**src/rtl/counter_capture_if.sv**
```systemverilog
// counter_capture_if: head-of-queue valid/ready bundle.
// Carries out_valid/out_ready plus the head's stamp, delta and first flag.
interface counter_capture_if #(
  parameter int W = 32
) ();
  logic         out_valid;
  logic         out_ready;
  logic [W-1:0] out_stamp;
  logic [W-1:0] out_delta;
  logic         out_first;

  modport master (
    output out_valid,
    output out_stamp,
    output out_delta,
    output out_first,
    input  out_ready
  );

  modport slave (
    input  out_valid,
    input  out_stamp,
    input  out_delta,
    input  out_first,
    output out_ready
  );
endinterface

```
**src/rtl/counter_capture.sv**
```systemverilog
// counter_capture: stamps rising edges of trig with cnt into a small queue.
// Ports: clk, rst (sync, active-high), cnt, trig, out (head bundle),
//        level (entries held), overflow (sticky drop flag), ovf_clr.
module counter_capture #(
  parameter int COUNTER_WIDTH = 32,
  parameter int FIFO_DEPTH    = 4
) (
  input  logic                          clk,
  input  logic                          rst,
  input  logic [COUNTER_WIDTH-1:0]      cnt,
  input  logic                          trig,
  counter_capture_if.master             out,
  output logic [$clog2(FIFO_DEPTH):0]   level,
  output logic                          overflow,
  input  logic                          ovf_clr
);
  localparam int AW = $clog2(FIFO_DEPTH);
  localparam logic [AW:0] FULL = (AW+1)'(FIFO_DEPTH);

  typedef struct packed {
    logic [COUNTER_WIDTH-1:0] stamp;
    logic [COUNTER_WIDTH-1:0] delta;
    logic                     first;
  } entry_t;

  entry_t                   mem [FIFO_DEPTH];
  entry_t                   head;
  entry_t                   wr_entry;
  logic [AW-1:0]            wptr;
  logic [AW-1:0]            rptr;
  logic                     trig_q;
  logic                     first_q;
  logic [COUNTER_WIDTH-1:0] prev_stamp;
  logic                     ev;
  logic                     pop;
  logic                     push;
  logic                     drop;
  logic                     valid;

  always_comb begin
    valid = (level != '0);
    ev    = trig & ~trig_q;
    pop   = valid & out.out_ready;
    // A full queue still accepts when the head leaves on the same edge.
    push  = ev & ((level != FULL) | pop);
    drop  = ev & ~push;
    wr_entry.stamp = cnt;
    wr_entry.delta = first_q ? '0 : cnt - prev_stamp;
    wr_entry.first = first_q;
    head  = mem[rptr];
  end

  // Empty queue presents zeros so reset and idle look identical.
  assign out.out_valid = valid;
  assign out.out_stamp = valid ? head.stamp : '0;
  assign out.out_delta = valid ? head.delta : '0;
  assign out.out_first = valid ? head.first : 1'b0;

  always_ff @(posedge clk) begin
    if (push && !rst) begin
      mem[wptr] <= wr_entry;
    end
  end

  always_ff @(posedge clk) begin
    if (rst) begin
      // trig_q=1 so a trig held high across reset is not an event.
      trig_q     <= 1'b1;
      first_q    <= 1'b1;
      prev_stamp <= '0;
      wptr       <= '0;
      rptr       <= '0;
      level      <= '0;
      overflow   <= 1'b0;
    end else begin
      trig_q <= trig;
      if (push) begin
        wptr       <= wptr + AW'(1);
        prev_stamp <= cnt;
        first_q    <= 1'b0;
      end
      if (pop) begin
        rptr <= rptr + AW'(1);
      end
      unique case ({push, pop})
        2'b10:   level <= level + 1'b1;
        2'b01:   level <= level - 1'b1;
        default: level <= level;
      endcase
      if (drop) begin
        overflow <= 1'b1;
      end else if (ovf_clr) begin
        overflow <= 1'b0;
      end
    end
  end
endmodule
```
**src/flat_wrapper.sv**
```systemverilog
// flat-port wrapper written by rule: the top's interface ports become plain ports
module counter_capture_flat 
#(
  parameter int COUNTER_WIDTH = 32,
  parameter int FIFO_DEPTH    = 4
)
  (clk, rst, cnt, trig, level, overflow, ovf_clr, out_out_valid, out_out_stamp, out_out_delta, out_out_first, out_out_ready);
  counter_capture_if out_i ();
  input  logic clk;
  input  logic rst;
  input  logic [COUNTER_WIDTH-1:0] cnt;
  input  logic trig;
  output logic [$clog2(FIFO_DEPTH):0] level;
  output logic overflow;
  input  logic ovf_clr;
  output wire logic [$bits(out_i.out_valid)-1:0] out_out_valid;
  output wire logic [$bits(out_i.out_stamp)-1:0] out_out_stamp;
  output wire logic [$bits(out_i.out_delta)-1:0] out_out_delta;
  output wire logic [$bits(out_i.out_first)-1:0] out_out_first;
  input wire logic [$bits(out_i.out_ready)-1:0] out_out_ready;
  assign out_out_valid = out_i.out_valid;
  assign out_out_stamp = out_i.out_stamp;
  assign out_out_delta = out_i.out_delta;
  assign out_out_first = out_i.out_first;
  assign out_i.out_ready = out_out_ready;
  counter_capture #(.COUNTER_WIDTH(COUNTER_WIDTH), .FIFO_DEPTH(FIFO_DEPTH)) u_core (.clk(clk), .rst(rst), .cnt(cnt), .trig(trig), .out(out_i), .level(level), .overflow(overflow), .ovf_clr(ovf_clr));
endmodule
```
**config.mk**
```make
export PLATFORM = sky130hd
export DESIGN_NAME = counter_capture_flat
export DESIGN_NICKNAME = d
export VERILOG_FILES = /design/src/rtl/counter_capture_if.sv /design/src/rtl/counter_capture.sv /design/src/flat_wrapper.sv
export SDC_FILE = /design/constraint.sdc
export NUM_CORES = 1
export LEC_CHECK = 0
export CORE_UTILIZATION = 45
export CTS_CLUSTER_SIZE = 14
export DETAILED_ROUTE_END_ITERATION = 16
export SETUP_SLACK_MARGIN = 0.5
export SKIP_CTS_REPAIR_TIMING = 1
export SKIP_LAST_GASP = 1
export SLEW_MARGIN = 40
export SYNTH_ARGS = -nofsm -noshare
export SYNTH_HDL_FRONTEND = slang
export SYNTH_SLANG_ARGS = --single-unit
```
**constraint.sdc**
```tcl
create_clock -name clk -period 9.22 [get_ports clk]
set_input_delay 2.766 -clock clk [delete_from_list [all_inputs] [get_ports clk]]
set_output_delay 2.766 -clock clk [all_outputs]
set_load 0.1 [all_outputs]
```
==> flow_metrics.py, run 1 <==
metrics = {
    "worst_setup_path": {
        "required_ps": 6450,
        "critPathLaunchType": "flop",
        "cp_max_fo": 24,
        "endpoint_kind": "output pin",
        "arrival_ps": 2890,
        "path_class": "reg2out",
    },
    "logic_synthesis": {
        "synthArstFlopShare": 0,
        "synthCells": 941,
        "post_synth.cell_area_avg_um2": 14.4,
        "synthMuxAreaShare": 0.111,
        "ys_seq_area_frac": 0.642,
        "synthesis.nets": 1016,
        "netlist_area_um2": 13500,
        "synth-compound-area-share": 0.0730,
        "synth_edf_count": 260,
        "yosysWarnings": 0,
        "yosys.area_share.simple": 0.0992,
        "synth_fa_ha_area_frac": 0.0362,
        "synth_xor_area_frac": 0.0129,
        "synth.distinct_cells": 62,
        "ys.flop_type": "edfxtp_1",
        "synth_top_family_by_area": "multiplexers",
        "ys_seq_elements": 304,
    },
    "layout": {
        "layout-drive-gt1-share": 0.202,
        "diodes": 0,
        "final_nets": 1122,
        "area_growth_pct": 15.7,
    },
    "floorplanning": {
        "die_w_um": 175,
        "dieArea_um2": 30800,
        "core_um2": 29600,
        "ios": 107,
        "initial_core_util": 0.457,
        "die_y_um": 175,
        "row_count": 63,
    },
    "sta": {
        "clock_skew_ps": 14.3,
        "setup_viol": 0,
        "tns_ps": 0,
        "rsz0062_at_grt": "no",
        "fin_crit_sh": 0.613,
        "drv_slew": 0,
        "slew_headroom": 0.466,
        "max_freq_mhz": 177,
        "worst_pin_slew_ps": 800,
        "layout_min_cycle_time_ps": 5650,
        "hold_violations": 0,
    },
    "drt": {
        "drt_iter0_markers": 501,
        "wl_per_cell_um": 19.6,
        "firstDrtPassIters": 5,
        "route.detailed.drc": 0,
        "vias": 7885,
        "viasPerCell": 5.40,
        "totalWireLength_um": 28700,
        "ant_nets": 0,
    },
    "pwr": {
        "leakage_nw": 5.32,
        "peakVddDrop_mv": 0.230,
        "power_mw": 5.00,
        "power_per_cell_area_nw_per_um2": 319,
    },
    "clock_tree": {
        "clock_path_buffers": 3,
        "path_clk_slew_ps": 60,
        "cts_made_buffers": 31,
        "worst_skew_pair.late_latency_ps": 550,
        "clock-sinks": 304,
        "clk_root_buffer_cell": "clkbuf_16",
        "cts_max_level": 1,
        "cts_tree": "done",
    },
    "global_route": {
        "grtUsageTotal": 0.193,
        "grt_pass1_vias": 7949,
        "grt.overflow.total": 0,
        "antenna_found_initial": 0,
        "grt_max_degree": 45,
        "grt_first_pass_wirelength_um": 45700,
    },
    "outcome": {
        "status": "completed",
    },
    "hold_path": {
        "worstHoldPathType": "reg2reg",
    },
    "placed_design": {
        "dp_hpwl_um": 18600,
        "port_buffers": 106,
        "gp_congestion": 0.842,
    },
    "job": {
        "drv_cap": 0,
    },
}
[final cells by class]
class / instances / area, um^2
fill: 2549 / 14000
tap: 390 / 488
sequential: 304 / 8700
timing repair buffer: 118 / 826
inverter: 44 / 165
clock buffer: 38 / 812
clock inverter: 18 / 166
multi-input combinational: 548 / 4520
[synthesized netlist by cell type, types with 11 or more instances]
cell	n	area share
ha_1	36	0.033
and2_1	73	0.034
nand2_1	91	0.025
clkbuf_1	30	0.0083
edfxtp_1	260	0.58
dfxtp_1	44	0.065
a21oi_1	62	0.023
o21ai_0	20	0.0074
inv_1	44	0.012
nor2_1	44	0.012
nand2b_1	11	0.0051
buf_2	11	0.0041
mux4_2	65	0.11
[metrics by stage]
stage | area, um^2 | util | hold WS, ps | setup WS (ps) | cells
2_1_floorplan | 13500 | - | 436 | 3150 | 941
3_3_place_gp | 15000 | 0.506 | 442 | 3000 | 1402
3_5_place_dp | 14700 | 0.496 | 447 | 2990 | 1404
4_1_cts | 15700 | 0.529 | 455 | 3460 | 1460
5_1_grt | 15700 | 0.529 | 484 | 3370 | 1460
6_report | 15700 | 0.529 | 454 | 3570 | 1460
[kinds of logic (layout without fill, tap and decap cells)]
kind of cell             Yosys count  count (layout)
AND/OR/NAND/NOR                  266             266
buffers and inverters             89             218
AO/OA/AOI/OAI                    155             155
XOR/XNOR                          20              20
adder cells (fa/ha/maj)           38              38
flip-flops                       304             304
multiplexers                      69              69
[final timing paths]
path / start / cells after the start / slack [ps] / to
max reg2reg: u_core.trig_q$_SDFF_PP1_ / 6 / 5970 / u_core.mem[3][63]$_DFFE_PP_
max: flop / 5 / 3570 / out_out_delta[17]
min: u_core.prev_stamp[28]$_SDFFE_PP0P_ / 2 / 450 / u_core.prev_stamp[28]$_SDFFE_PP0P_
min reg2reg: u_core.prev_stamp[28]$_SDFFE_PP0P_ / 2 / 450 / u_core.prev_stamp[28]$_SDFFE_PP0P_
[critical path, cell delays in order, from the launching register on]
cell and delay [ps]:
dfxtp_4 530, buf_12 240, buf_4 480, mux4_2 570
and2_1 190, buf_2 300
[sequential cells by signal, summed over array words and instances (netlist names), named ones only]
signal             cells
u_core.mem           260
u_core.trig_q          1
u_core.first_q         1
u_core.prev_stamp     32
u_core.level           3
u_core.rptr            2
u_core.overflow        1
u_core.wptr            2
[layer usage]
| layer | GRT usage | up-vias | wire length [um] |
|---|---|---|---|
| met1 | 0.264 | 3939 | 13100 |
| met5 | 0 | - | 0 |
| met3 | 0.0223 | 36 | 979 |
| li1 | - | 3748 | - |
| met2 | 0.330 | 162 | 14200 |
| met4 | 0.0420 | 0 | 476 |
[cell usage in the layout, fill, tap and decap left out, types with 5 or more instances in the layout]
master           instances
ha_1                    36
clkbuf_1                 6
dfxtp_1                 42
a21oi_1                 62
and2_1                  69
nand2_1                 91
nor2_1                  43
nor2b_1                  5
clkbuf_16               31
nand2b_1                11
buf_4                   10
clkinv_2                 8
o211ai_1                 6
nand4_1                  5
mux4_2                  65
inv_1                   44
buf_2                   70
edfxtp_1               260
nand3_1                  6
clkinv_1                 5
o21ai_0                 20
nor3_1                  10
o21a_1                   8
o21ai_1                  5
xnor2_1                 10
xor2_1                  10
a21o_1                  10
a31oi_1                  5
a211oi_1                 9
clkdlybuf4s50_1         36
[power by group]
part | switching (mW) | internal, mW
registers | 0.0442 | 1.52
logic | 1.75 | 0.478
clock network | 0.499 | 0.706
total | 2.29 | 2.70
Power figures use the tool's default switching activity.
==> run 2, diff against run 1 <==
--- a/config.mk
+++ b/config.mk
@@ -8,6 +8,7 @@
 export CORE_UTILIZATION = 45
 export CTS_CLUSTER_SIZE = 14
 export DETAILED_ROUTE_END_ITERATION = 16
+export PLACE_DENSITY = 0.67
 export SETUP_SLACK_MARGIN = 0.5
 export SKIP_CTS_REPAIR_TIMING = 1
 export SKIP_LAST_GASP = 1
==> constraint.sdc (replaced) <==
create_clock -name clk -period 5.1 [get_ports clk]
set_input_delay 1.53 -clock clk [delete_from_list [all_inputs] [get_ports clk]]
set_output_delay 1.53 -clock clk [all_outputs]
set_load 0.1 [all_outputs]
==> run 2 against run 1 <==
  * Global-route usage is 0.24 points lower
  * Sequential share of layout area is 1.0 points lower
  * Via count is 2.3% higher
  * Register-to-register slack worse by 3800 ps
  * First-iteration DRC count is 38% higher
  * Non-clock buffer count is 9 higher
  * Critical path type is now in2reg
  * Highest routed layer unchanged
==> flow_metrics.py, run 2 (synthesis gave the netlist of run 1 again) <==
metrics = {
    "global_route": {
        "grtUsageTotal": 0.190,
        "busiest_layer": "met2",
        "grt_max_degree": 72,
        "use_met2": 0.322,
        "antenna_found_initial": 0,
        "gr-usage-met1": 0.263,
        "grt_first_pass_wirelength_um": 45200,
        "grt.overflow.total": 0,
        "grt_pass1_vias": 8053,
        "use_met3": 0.0240,
    },
    "drt": {
        "vias": 8065,
        "viasPerCell": 5.48,
        "totalWireLength_um": 28700,
        "firstDrtPassIters": 7,
        "route.detailed.drc": 0,
        "wl_per_cell_um": 19.5,
        "drt_iter0_markers": 690,
        "ant_nets": 0,
    },
    "clock_tree": {
        "cts_max_level": 1,
        "clock-sinks": 304,
        "cts_tree": "done",
        "worst_skew_pair.late_latency_ps": 570,
        "clk_root_buffer_cell": "clkbuf_16",
        "cts_made_buffers": 31,
        "clock_path_buffers": 3,
        "path_clk_slew_ps": 60,
    },
    "floorplanning": {
        "initial_core_util": 0.457,
        "die_y_um": 175,
        "dieArea_um2": 30800,
        "ios": 107,
        "row_count": 63,
        "core_um2": 29600,
        "die_w_um": 175,
    },
    "worst_setup_path": {
        "reg2regPathDepth": 9,
        "path_class": "in2reg",
        "cp_top_family": "compound AO/OA/AOI/OAI gates",
        "endpoint_kind": "flop",
        "path_buf_inv": 2,
        "cp_max_fo": 6,
        "slowest_stage": "clkdlybuf4s50_1",
        "arrival_ps": 4620,
        "r2r_setup_slack_ps": 2210,
        "path_depth": 11,
        "worst_path_most_repeated_cell": "o31a_1",
        "critPathLaunchType": "input port",
        "max_stage_delay_ps": 650,
        "required_ps": 5390,
        "crit_path_cell_trace": "clkdlybuf4s50_1, inv_1, ha_1, fa_1, nor2b_4, o31a_1, o31a_1, a21o_1, a21oi_1, o41ai_1, mux2_1",
    },
    "sta": {
        "clock_skew_ps": 19.4,
        "fin_crit_sh": 0.848,
        "max_freq_mhz": 231,
        "rsz0062_at_grt": "no",
        "setup_viol": 0,
        "drv_slew": 0,
        "layout_setup_ws_ps": 774,
        "worst_pin_slew_ps": 773,
        "fin_hold_ws_ps": 455,
        "tns_ps": 0,
        "layout_min_cycle_time_ps": 4330,
        "slew_headroom": 0.485,
        "hold_violations": 0,
    },
    "placed_design": {
        "dpl_cell_area_um2": 14900,
        "pre_cts_ws_ps": 240,
        "dp_hpwl_um": 18500,
        "port_buffers": 106,
        "gp_congestion": 0.885,
    },
    "outcome": {
        "status": "completed",
    },
    "layout": {
        "largest_reg_flops": 260,
        "fillers": 2536,
        "area_growth_pct": 17.9,
        "layout-drive-gt1-share": 0.206,
        "largestRegisters": "u_core.mem x260, u_core.prev_stamp x32, u_core.level x3",
        "top_register": "u_core.mem",
        "final_common_cell": "edfxtp_1",
        "final_nets": 1131,
        "final-seq-area_um2": 8690,
        "final_cell_mix": "260 x edfxtp_1, 91 x nand2_1, 83 x buf_4",
        "postLayoutCellArea_um2": 16000,
        "multi_input_area_um2": 4520,
    },
    "hold_path": {
        "hold_depth": 2,
        "worstHoldPathType": "reg2reg",
    },
    "pwr": {
        "leakage_nw": 5.38,
        "power_mw": 9.27,
        "peakVddDrop_mv": 0.532,
        "power_per_cell_area_nw_per_um2": 581,
    },
    "job": {
        "drv_cap": 0,
    },
}
[run 2: where the power goes]
group / total [mW] / switching [mW] / internal (mW)
Sequential: 2.84 / 0.0879 / 2.75
Combinational: 4.18 / 3.15 / 1.04
Clock: 2.25 / 0.920 / 1.33
[run 2: worst min-delay path, stage by stage, from the launching register on]
cell and delay (ps):
dfxtp_1 310, nand2_1 50, a21oi_1 50
[run 2: metrics by stage]
| stage | util | std cells |
|---|---|---|
| 6_report | 0.539 | 1471 |
| 5_1_grt | 0.538 | 1470 |
| 4_1_cts | 0.538 | 1470 |
| 3_5_place_dp | 0.504 | 1413 |
| 3_3_place_gp | 0.505 | 1413 |
| 2_1_floorplan | - | 941 |
[run 2: final timing paths]
path / end / from
hold reg to reg: u_core.prev_stamp[28]$_SDFFE_PP0P_ / u_core.prev_stamp[28]$_SDFFE_PP0P_
hold / removal: u_core.prev_stamp[28]$_SDFFE_PP0P_ / u_core.prev_stamp[28]$_SDFFE_PP0P_
setup / recovery: u_core.mem[3][31]$_DFFE_PP_ / cnt[0]
setup reg to reg: u_core.mem[3][31]$_DFFE_PP_ / u_core.prev_stamp[0]$_SDFFE_PP0P_
[run 2: cell type report]
cell class	instances	share of cell area
flip-flops and latches	304	0.545
multi-input cells	548	0.283
repair buffers	127	0.0679
clock buffers	40	0.0513
well taps	390	0.0306
clock inverters	17	0.0119
inverters	44	0.0103
diodes	1	0.000157
[run 2: metal layers]
metal  routed length, um  up-vias
li1                    -     3783
met4                 633        0
met3                1370       48
met5                   0        -
met1               12800     4025
met2               13900      209
